===== src/rtl/fsm_cmd_pkg.sv =====
// Shared types and constants for the command filter in front of the 2-bit control FSM.
package fsm_cmd_pkg;

    localparam int IN_W          = 3;  // raw user request width
    localparam int CMD_W         = 2;  // command width = FSM state width
    localparam int LEGAL_MAX_DEF = 3;  // default highest legal command code

    typedef enum logic [1:0] {
        IDLE    = 2'd0,
        ISSUE   = 2'd1,
        LOCKOUT = 2'd2
    } fsm_cmd_state_t;

endpackage


===== src/rtl/fsm_cmd_filter_input_stabilizer.sv =====
// Samples the raw request every cycle and reports when it has held steady long enough
// to become a candidate. Frozen while the filter is locked out.
module input_stabilizer #(
    parameter int W             = 3,
    parameter int STABLE_CYCLES = 4
) (
    input  logic         clk,
    input  logic         rst_n,
    input  logic         freeze,
    input  logic         clear,
    input  logic [W-1:0] raw,
    output logic [W-1:0] stable_val,
    output logic         stable_hit
);

    localparam int CNT_W = $clog2(STABLE_CYCLES + 1) < 1 ? 1 : $clog2(STABLE_CYCLES + 1);
    localparam logic [CNT_W-1:0] CNT_MAX = CNT_W'(STABLE_CYCLES);
    localparam logic [CNT_W-1:0] CNT_HIT = CNT_W'(STABLE_CYCLES - 1);

    logic [W-1:0]     r_in;
    logic [CNT_W-1:0] stab_cnt;

    // Register the request and count how long it has stayed unchanged.
    always_ff @(posedge clk) begin
        // NOTE: reset is synchronous, so it lives inside the clocked block and only
        // takes effect on a rising edge; all state here uses non-blocking assignment.
        if (!rst_n) begin
            r_in     <= '0;
            stab_cnt <= '0;
        end else if (!freeze) begin
            r_in <= raw;
            if (raw != r_in || clear)
                stab_cnt <= '0;
            else if (stab_cnt != CNT_MAX)
                stab_cnt <= stab_cnt + 1'b1;
        end
    end

    assign stable_val = r_in;
    assign stable_hit = (stab_cnt == CNT_HIT) && (raw == r_in);

endmodule


===== src/rtl/fsm_cmd_filter.sv =====
// Guard stage for the 2-bit control FSM: debounces the user request, rejects illegal
// codes, issues changed legal values over valid/ready, and locks out after repeated
// rejections. Optional odd-parity check on the request is enabled by FSM_CMD_PARITY_EN.
module fsm_cmd_filter
    import fsm_cmd_pkg::*;
#(
    parameter int STABLE_CYCLES = 4,
    parameter int LEGAL_MAX     = LEGAL_MAX_DEF,
    parameter int ERR_LIMIT     = 3
) (
    input  logic                               clk,
    input  logic                               rst_n,
    input  logic [IN_W-1:0]                    user_input,
`ifdef FSM_CMD_PARITY_EN
    input  logic                               user_parity,
`endif
    input  logic                               cmd_ready,
    output logic                               cmd_valid,
    output logic [CMD_W-1:0]                   cmd_data,
    output logic                               err_pulse,
    output logic [$clog2(ERR_LIMIT+1)-1:0]     err_count,
    output logic                               locked
);

    localparam int ERR_W = $clog2(ERR_LIMIT + 1);
    localparam logic [ERR_W-1:0] ERR_MAX = ERR_W'(ERR_LIMIT);

`ifdef FSM_CMD_PARITY_EN
    localparam int SW = IN_W + 1;
`else
    localparam int SW = IN_W;
`endif

    fsm_cmd_state_t   state;
    logic [CMD_W-1:0] last_cmd;
    logic [SW-1:0]    raw;
    logic [SW-1:0]    stable_val;
    logic             stable_hit;
    logic [IN_W-1:0]  cand_val;
    logic             legal;
    logic             candidate;
    logic             handshake;
    logic             stab_clear;
    logic             freeze;
    logic [ERR_W-1:0] err_inc;

`ifdef FSM_CMD_PARITY_EN
    // Parity bit rides with the value so a parity change also restarts stabilisation.
    assign raw   = {user_parity, user_input};
    assign legal = (int'(cand_val) <= LEGAL_MAX) && (^stable_val);
`else
    assign raw   = user_input;
    assign legal = (int'(cand_val) <= LEGAL_MAX);
`endif

    assign cand_val   = stable_val[IN_W-1:0];
    assign candidate  = stable_hit && (cand_val != {1'b0, last_cmd});
    assign handshake  = cmd_valid && cmd_ready;
    assign freeze     = (state == LOCKOUT);
    // A rejection restarts the count so a held illegal value is re-flagged only after
    // another full stable window; a handshake restarts it so the next value is fresh.
    assign stab_clear = ((state == IDLE) && candidate && !legal) ||
                        ((state == ISSUE) && handshake);
    assign err_inc    = (err_count == ERR_MAX) ? err_count : err_count + 1'b1;

    input_stabilizer #(
        .W             (SW),
        .STABLE_CYCLES (STABLE_CYCLES)
    ) u_stab (
        .clk        (clk),
        .rst_n      (rst_n),
        .freeze     (freeze),
        .clear      (stab_clear),
        .raw        (raw),
        .stable_val (stable_val),
        .stable_hit (stable_hit)
    );

    // Command FSM with registered handshake, error and lockout outputs.
    always_ff @(posedge clk) begin
        if (!rst_n) begin
            state     <= IDLE;
            last_cmd  <= '0;
            cmd_valid <= 1'b0;
            cmd_data  <= '0;
            err_pulse <= 1'b0;
            err_count <= '0;
            locked    <= 1'b0;
        end else begin
            err_pulse <= 1'b0;
            case (state)
                IDLE: begin
                    if (candidate) begin
                        if (legal) begin
                            state     <= ISSUE;
                            cmd_data  <= cand_val[CMD_W-1:0];
                            cmd_valid <= 1'b1;
                        end else begin
                            err_pulse <= 1'b1;
                            err_count <= err_inc;
                            if (err_inc == ERR_MAX) begin
                                state  <= LOCKOUT;
                                locked <= 1'b1;
                            end
                        end
                    end
                end
                ISSUE: begin
                    if (handshake) begin
                        last_cmd  <= cmd_data;
                        cmd_valid <= 1'b0;
                        state     <= IDLE;
                    end
                end
                LOCKOUT: begin
                    cmd_valid <= 1'b0;
                    locked    <= 1'b1;
                end
                default: begin
                    state     <= IDLE;
                    cmd_valid <= 1'b0;
                end
            endcase
        end
    end

endmodule


===== config.mk =====
export PLATFORM = sky130hd
export DESIGN_NAME = fsm_cmd_filter
export DESIGN_NICKNAME = d
export VERILOG_FILES = /design/src/rtl/fsm_cmd_pkg.sv /design/src/rtl/fsm_cmd_filter_input_stabilizer.sv /design/src/rtl/fsm_cmd_filter.sv
export SDC_FILE = /design/constraint.sdc
export NUM_CORES = 1
export LEC_CHECK = 0
export ABC_AREA = 0
export CAP_MARGIN = 20
export CORE_UTILIZATION = 48
export CTS_BUF_LIST = sky130_fd_sc_hd__clkbuf_2 sky130_fd_sc_hd__clkbuf_4 sky130_fd_sc_hd__clkbuf_8
export DETAILED_ROUTE_END_ITERATION = 10
export GPL_TIMING_DRIVEN = 0
export PLACE_DENSITY_LB_ADDON = 0.05
export SLEW_MARGIN = 10
export SYNTH_ARGS = -nofsm -noshare
export SYNTH_HDL_FRONTEND = slang
export SYNTH_SLANG_ARGS = --single-unit

===== constraint.sdc =====
create_clock -name clk -period 1.75 [get_ports clk]
set_clock_uncertainty 0.15 [all_clocks]
set_input_delay 0.35 -clock clk [delete_from_list [all_inputs] [get_ports clk]]
set_output_delay 0.35 -clock clk [all_outputs]
set_load 0.05 [all_outputs]

# Word level (Yosys, flattened, before mapping)
# Index checks and enable logic that the tools add are counted.
# word_totals
ff_bits	17
# op_classes
mux	17
n_lt_le_gt_ge	1
addsub	2
bitwise_logic	2
reduce_logical	20
eq_ne	15
# ops
cell	count
$reduce_and 3->1	4
$mux 2	5
$ne 2x2->1 const B	4
$reduce_and 4->1	2
$mux 1	7
$eq 2x2->1 const B	3
$logic_and 1x1->1	6
$mux 3	2
$pmux 2 s3	1
$pmux 1 s2	2
$reduce_and 2->1	2
$reduce_bool 2->1	2
$add 3x1->3 const B	1
$eq 3x2->1 const B	1
$eq 3x3->1	1
$le 3x2->1 const B	1
$ne 3x2->1	1
$ne 3x2->1 const B	1
$ne 3x3->1	1
$ne 3x3->1 const B	1
$add 2x1->2 const B	1
$eq 2x1->1 const B	1
$logic_not 2->1	1
$logic_or 1x1->1	2
other kinds (3)	4

# Logic depth before layout (Yosys ltp)
# depth
depth_word	9
mapped_depth	6

# Modules after synthesis
# A second synthesis with hierarchy kept.
# hier_totals
hier_cells	88
hier_area_um2	814.5
# modules_own_cells
module	instances	cells_each	area_each_um2
fsm_cmd_filter	1	50	452.9
input_stabilizer	1	38	361.6

# Worst setup path after synthesis
# Ideal clock, no wire load.
# synth_timing
path_kind	flip-flop to flip-flop
start	reg u_stab.stab_cnt[0]
end	reg err_count[0]
path_stages_with_launch	7
arrival_ns	1.410
setup_slack_ns	0.071
n_path_buf	0
required_ns	1.481
setup_time_ns	0.119
period_less_slack_ns	1.679
cell_sequence	dfxtp_1 ha_1 ha_1 nor4bb_1 and4_1 and3b_1 nor3_2
# synth_between
elab_chain_len	4
# synth_rtl
element	line	source
start: declaration	fsm_cmd_filter_input_stabilizer.sv:21	logic [CNT_W-1:0] stab_cnt;
start signal: assignment	fsm_cmd_filter_input_stabilizer.sv:35	stab_cnt <= stab_cnt + 1'b1;
$eq 3x2->1	fsm_cmd_filter_input_stabilizer.sv:40	assign stable_hit = (stab_cnt == CNT_HIT) && (raw == r_in);
$logic_and 1x1->1	fsm_cmd_filter_input_stabilizer.sv:40	
$logic_and 1x1->1	fsm_cmd_filter.sv:57	assign candidate = stable_hit && (cand_val != {1'b0, last_cmd});
$reduce_and 3->1 (no line)	-	
end signal: assignment	fsm_cmd_filter.sv:100	err_count <= err_inc;
end: declaration	fsm_cmd_filter.sv:21	output logic [$clog2(ERR_LIMIT+1)-1:0] err_count,
# No other way between the ends.
# A chain may end at the register's enable or synchronous reset.

# Worst setup path after layout
# layout_timing
start	reg cmd_data[1]
end	out cmd_data[1]
# layout_rtl
element	line	source
start: declaration	fsm_cmd_filter.sv:19	output logic [CMD_W-1:0] cmd_data,
start signal: assignment	fsm_cmd_filter.sv:96	cmd_data <= cand_val[CMD_W-1:0];
# No word-level cell between the ends.

==> results.toml <==
[run_status]
status = "finished clean"

[synth]
synthFlopType = "dfxtp_1"
yosysUniqueCellTypes = 31
syn_inst = 93
synth_async_sr_flop_share = 0
synth.area.top_cells = "dfxtp_1 42%, nand4_1 5.4%, a21oi_1 4.9%, ha_1 4.6%, nand2_1 4.1%"
yosysWarnings = 0
netlist_top_cells_count = "17 x dfxtp_1, 9 x nand2_1, 9 x nor2_1"
syn_avg_cell_area_um2 = 8.77
yosys.area.top_type_share = 0.417
synth_area_um2 = 816
seq_area_frac_synth = 0.417
ys_ff_latch = 17
synth_edf_count = 0
synthesis.nets = 102
yosysTopAreaCell = "dfxtp_1"
synth.most_common_cell = "dfxtp_1"

[place]
port_buffers = 12
gp_congestion = 0.770
place_hpwl_um = 1170
place_inst = 121

[floorplanning]
fp.dieH_um = 43.2
die_x_um = 43.2
core_um2 = 1540
dieArea_um2 = 1870
fp-row-count = 14
design.portCount = 13
start_util = 0.529

[critical_path]
critPathLaunchType = "flop"
path_max_fanout = 3
crit_required_ns = 1.25
path_depth = 1
cp-startpoint = "cmd_data[1]"
reg2reg_depth = 6
crit_chain = "dlygate4sd2_1"
cp_top_family = "buffers and inverters"
crit_buf_inv = 1
max_stage_delay_ns = 0.53
critical_path_arrival_ns = 1.19
rr_startpoint = "u_stab.stab_cnt[1]"
end_kind = "primary output"
r2r_setup_slack_ns = 0.08
crit_type = "flop to primary output"
cp_slowest_cell = "dlygate4sd2_1"

[global_routing]
grt_overflow_total = 0
grtUsageTotal = 0.198
grt_pass1_wl_um = 2760
antenna_found_initial = 0
first_global_vias = 658
grt_max_degree = 11

[clock_tree]
htreeDepth = 1
clkTransAtPathRegs_ns = 0.11
hold_buffers = 0
cts_num_sinks = 17
clock_latency_ns = 0.30
cts_root_buf = "clkbuf_4"
numCtsBuffers = 3
clockBufferDepth = 2
cts_tree = "done"

[sta]
rsz0062_at_grt = "false"
period_minus_slack_ns = 1.69
slew_viol_final = 0
worstMarginPinSlew_ns = 0.484
hold_viol_final = 0
max_freq_ghz = 0.590
slew_headroom = 0.678
fin_crit_sh = 0.968
setup_viol = 0

[routing]
routed_wl_um = 1620
routedWlPerCell_um = 12.7
drc = 0
dr.first_iter.drc_count = 9
routed_via_density = 5.76
ant_nets = 0
firstDrtPassIters = 4
via_count = 731

[power_and_ir_drop]
p_leak_nw = 0.397
power_density_nw_per_um2 = 670
power_mw = 0.675
vdd_drop_max_v = 0.000500

[hold_path]
hold_start = "locked"
min_path_type = "flop to flop"
hold_path_depth = 1

[final_layout]
finalNonFillerCells = 127
fillerInstances = 141
postLayoutCoreUtil = 0.654
final_layout_size_suffix_gt1_frac = 0.153
nNetsFinal = 121
area_delta_synth_final_pct = 23.6
diodes = 0

[flow_run]
drv_cap = 0
[through the flow]
stage          TNS [ns]  area, µm²  hold slack [ns]  setup slack (ns)
6_report              0       1010            0.308            0.0559
5_1_grt               0       1010            0.337            0.0121
4_1_cts               0       1000            0.316          0.000276
3_5_place_dp      -1.34        956            0.296            -0.167
3_3_place_gp     -0.967        956            0.289            -0.131
2_1_floorplan         0        816            0.290            0.0706
[per-layer routing]
metal | global-route usage | routed length, µm | vias to the layer above
met3 | 0.0383 | 63 | 5
met5 | 0 | 0 | -
met2 | 0.322 | 750 | 14
li1 | - | - | 370
met4 | 0.0909 | 30 | 0
met1 | 0.250 | 773 | 342
[report_power, final]
part	total (mW)	switching (mW)	internal, mW	leakage (nW)
clock network	0.222	0.137	0.0853	0.0177
logic	0.0556	0.0280	0.0276	0.241
registers	0.398	0.00572	0.392	0.139
[timing repair]
item                       in CTS  in global routing
pin swaps                       0                  1
setup buffers                   1                  1
hold endpoints to repair        0                  0
setup endpoints to repair       9                  7
gates resized for setup        12                  7
cloned                          0                  0
[layout by cell type, fill, tap and decap left out, drive strengths merged, types with 4 or more instances in the layout]
master,instances
dfxtp,17
nand2,9
nor2,9
a21oi,8
nand4,7
clkbuf,6
clkdlybuf4s50,5
inv,4
dlygate4sd2,4
buf,4
[flip-flops by register name, indices dropped and copies added (netlist names)]
name / flops
cmd_data: 2
cmd_valid: 1
err_count: 2
err_pulse: 1
last_cmd: 2
locked: 1
state: 2
u_stab.stab_cnt: 3
u_stab.stable_val: 3
[layout make-up]
| class | count | area (µm²) | area share |
|---|---|---|---|
| multi-input cells | 69 | 463 | 0.459 |
| repair buffers | 14 | 120 | 0.119 |
| well taps | 16 | 20.0 | 0.0199 |
| plain buffers | 3 | 20.0 | 0.0199 |
| clock buffers | 3 | 22.5 | 0.0223 |
| clock inverters | 1 | 5.00 | 0.00496 |
| inverters | 4 | 15.0 | 0.0149 |
| flip-flops and latches | 17 | 343 | 0.340 |
[kinds of logic (layout without fill, tap and decap cells)]
group                    Yosys count  count (layout)  share of synthesized area
AND/OR/NAND/NOR                   41              41                      0.282
AO/OA/AOI/OAI                     17              17                      0.121
flip-flops                        17              17                      0.417
buffers and inverters              7              25                     0.0429
XOR/XNOR                           5               5                     0.0537
adder cells (fa/ha/maj)            3               3                     0.0460
multiplexers                       3               3                     0.0368
[path summary, 6_finish.rpt]
path	endpoint
max	cmd_data[1]
min	locked
max reg2reg	err_count[0]
min reg2reg	locked
Power figures use the tool's default switching activity.
==> variant: new RTL, same settings <==
Make the reset (`rst_n`) asynchronous in 2 clocked blocks.
--- a/src/rtl/fsm_cmd_filter_input_stabilizer.sv
+++ b/src/rtl/fsm_cmd_filter_input_stabilizer.sv
@@ -23,3 +23,3 @@
     // Register the request and count how long it has stayed unchanged.
-    always_ff @(posedge clk) begin
+    always_ff @(posedge clk or negedge rst_n) begin
         // NOTE: reset is synchronous, so it lives inside the clocked block and only
--- a/src/rtl/fsm_cmd_filter.sv
+++ b/src/rtl/fsm_cmd_filter.sv
@@ -79,3 +79,3 @@
     // Command FSM with registered handshake, error and lockout outputs.
-    always_ff @(posedge clk) begin
+    always_ff @(posedge clk or negedge rst_n) begin
         if (!rst_n) begin
Check against the original RTL: differs if rst_n is asserted again (counterexample within 10 cycles, from zero or initial values and one cycle with rst_n low); with rst_n held inactive, the same outputs for 10 cycles.
==> variant against the unedited design <==
- the run now ends with design-rule violations left
- clock power about the same
- global-route usage decreased by 1.7 points
- cell count decreased by 17%
- hold slack got worse by 0.066 ns
- utilization increased by 4.6 points
- worst setup slack got worse by 0.019 ns
- register-to-register slack got worse by 0.04 ns
- final area increased by 8.2%
- sequential cell count unchanged
- sequential share of layout area increased by 5.3 points
- synthesized area increased by 2.1%
- total power increased by 3.2%
- routed wire length decreased by 17%
- critical endpoint is now cmd_data[0]
- largest cell class unchanged
==> variant: results (changes against the unedited design) <==
DP Area: 973 um2 (+1.8%)
largest fanout on the critical path: 5 (+2)
# DRC: 1 (+1)
leak pwr: 0.000550 uW (+38%)
Clk pwr share: 31.8% (-1.1 points)
Layout Cells excl Fill: 106 (-17%)
crit end category: flip-flop
vias in the first global route: 550 (-16%)
largest net degree at the start of global routing: 18 (+7)
DRT iter0 DRCs: 4 (-5)
Synth Area in XOR/XNOR: 5.26% (-0.11 points)
switch share: 23.0% (-2.3 points)
violated checks: design-rule violations
Async SR Flop Fraction: 100% (+100 points)
Worst EP arrival: 1.74 ns (+0.55 ns)
post-synthesis sequential area ratio: 51.1% (+9.3 points)
vias per cell: 5.33 (-7.4%)
FF-to-FF End: cmd_data[0]
HP Class: input pin to flip-flop
post-synthesis compound-gate area fraction: 8.41% (-3.7 points)
GRT Util Overall: 18.1% (-1.7 points)
Syn Nets: 78 (-24%)
Synth Area per Inst: 12.1 um2 (+38%)
status: finished with violations
Worst Hold End: u_stab.stable_val[1]
-- variant: changes by cell type after synthesis, moves of 2 or more --
| cell | before | now |
|---|---|---|
| nor2_1 | 9 | 3 |
| and3_4 | 0 | 2 |
| dfrtp_1 | 0 | 17 |
| a21oi_1 | 8 | 1 |
| and3_1 | 2 | 0 |
| nand3b_1 | 2 | 0 |
| mux2_2 | 0 | 5 |
| mux2_4 | 0 | 3 |
| nand4_1 | 7 | 2 |
| dfxtp_1 | 17 | 0 |
| mux2i_1 | 3 | 0 |
| nand2_1 | 9 | 4 |
-- variant: final cells by class --
type	count	area share (%)
inverter	4	1.38
sequential	17	39.3
timing repair buffer	17	13.9
clock buffer	4	2.75
tap	16	1.83
multi-input combinational	47	40.5
buffer	1	0.344
-- variant: per-layer routing --
metal,GRT usage (%),part of all wire (%),vias to the layer above
met3,2.50,3.3,2
met4,13.8,1.3,0
met2,27.2,48,8
met5,0,0,-
li1,-,-,278
met1,23.8,47,277
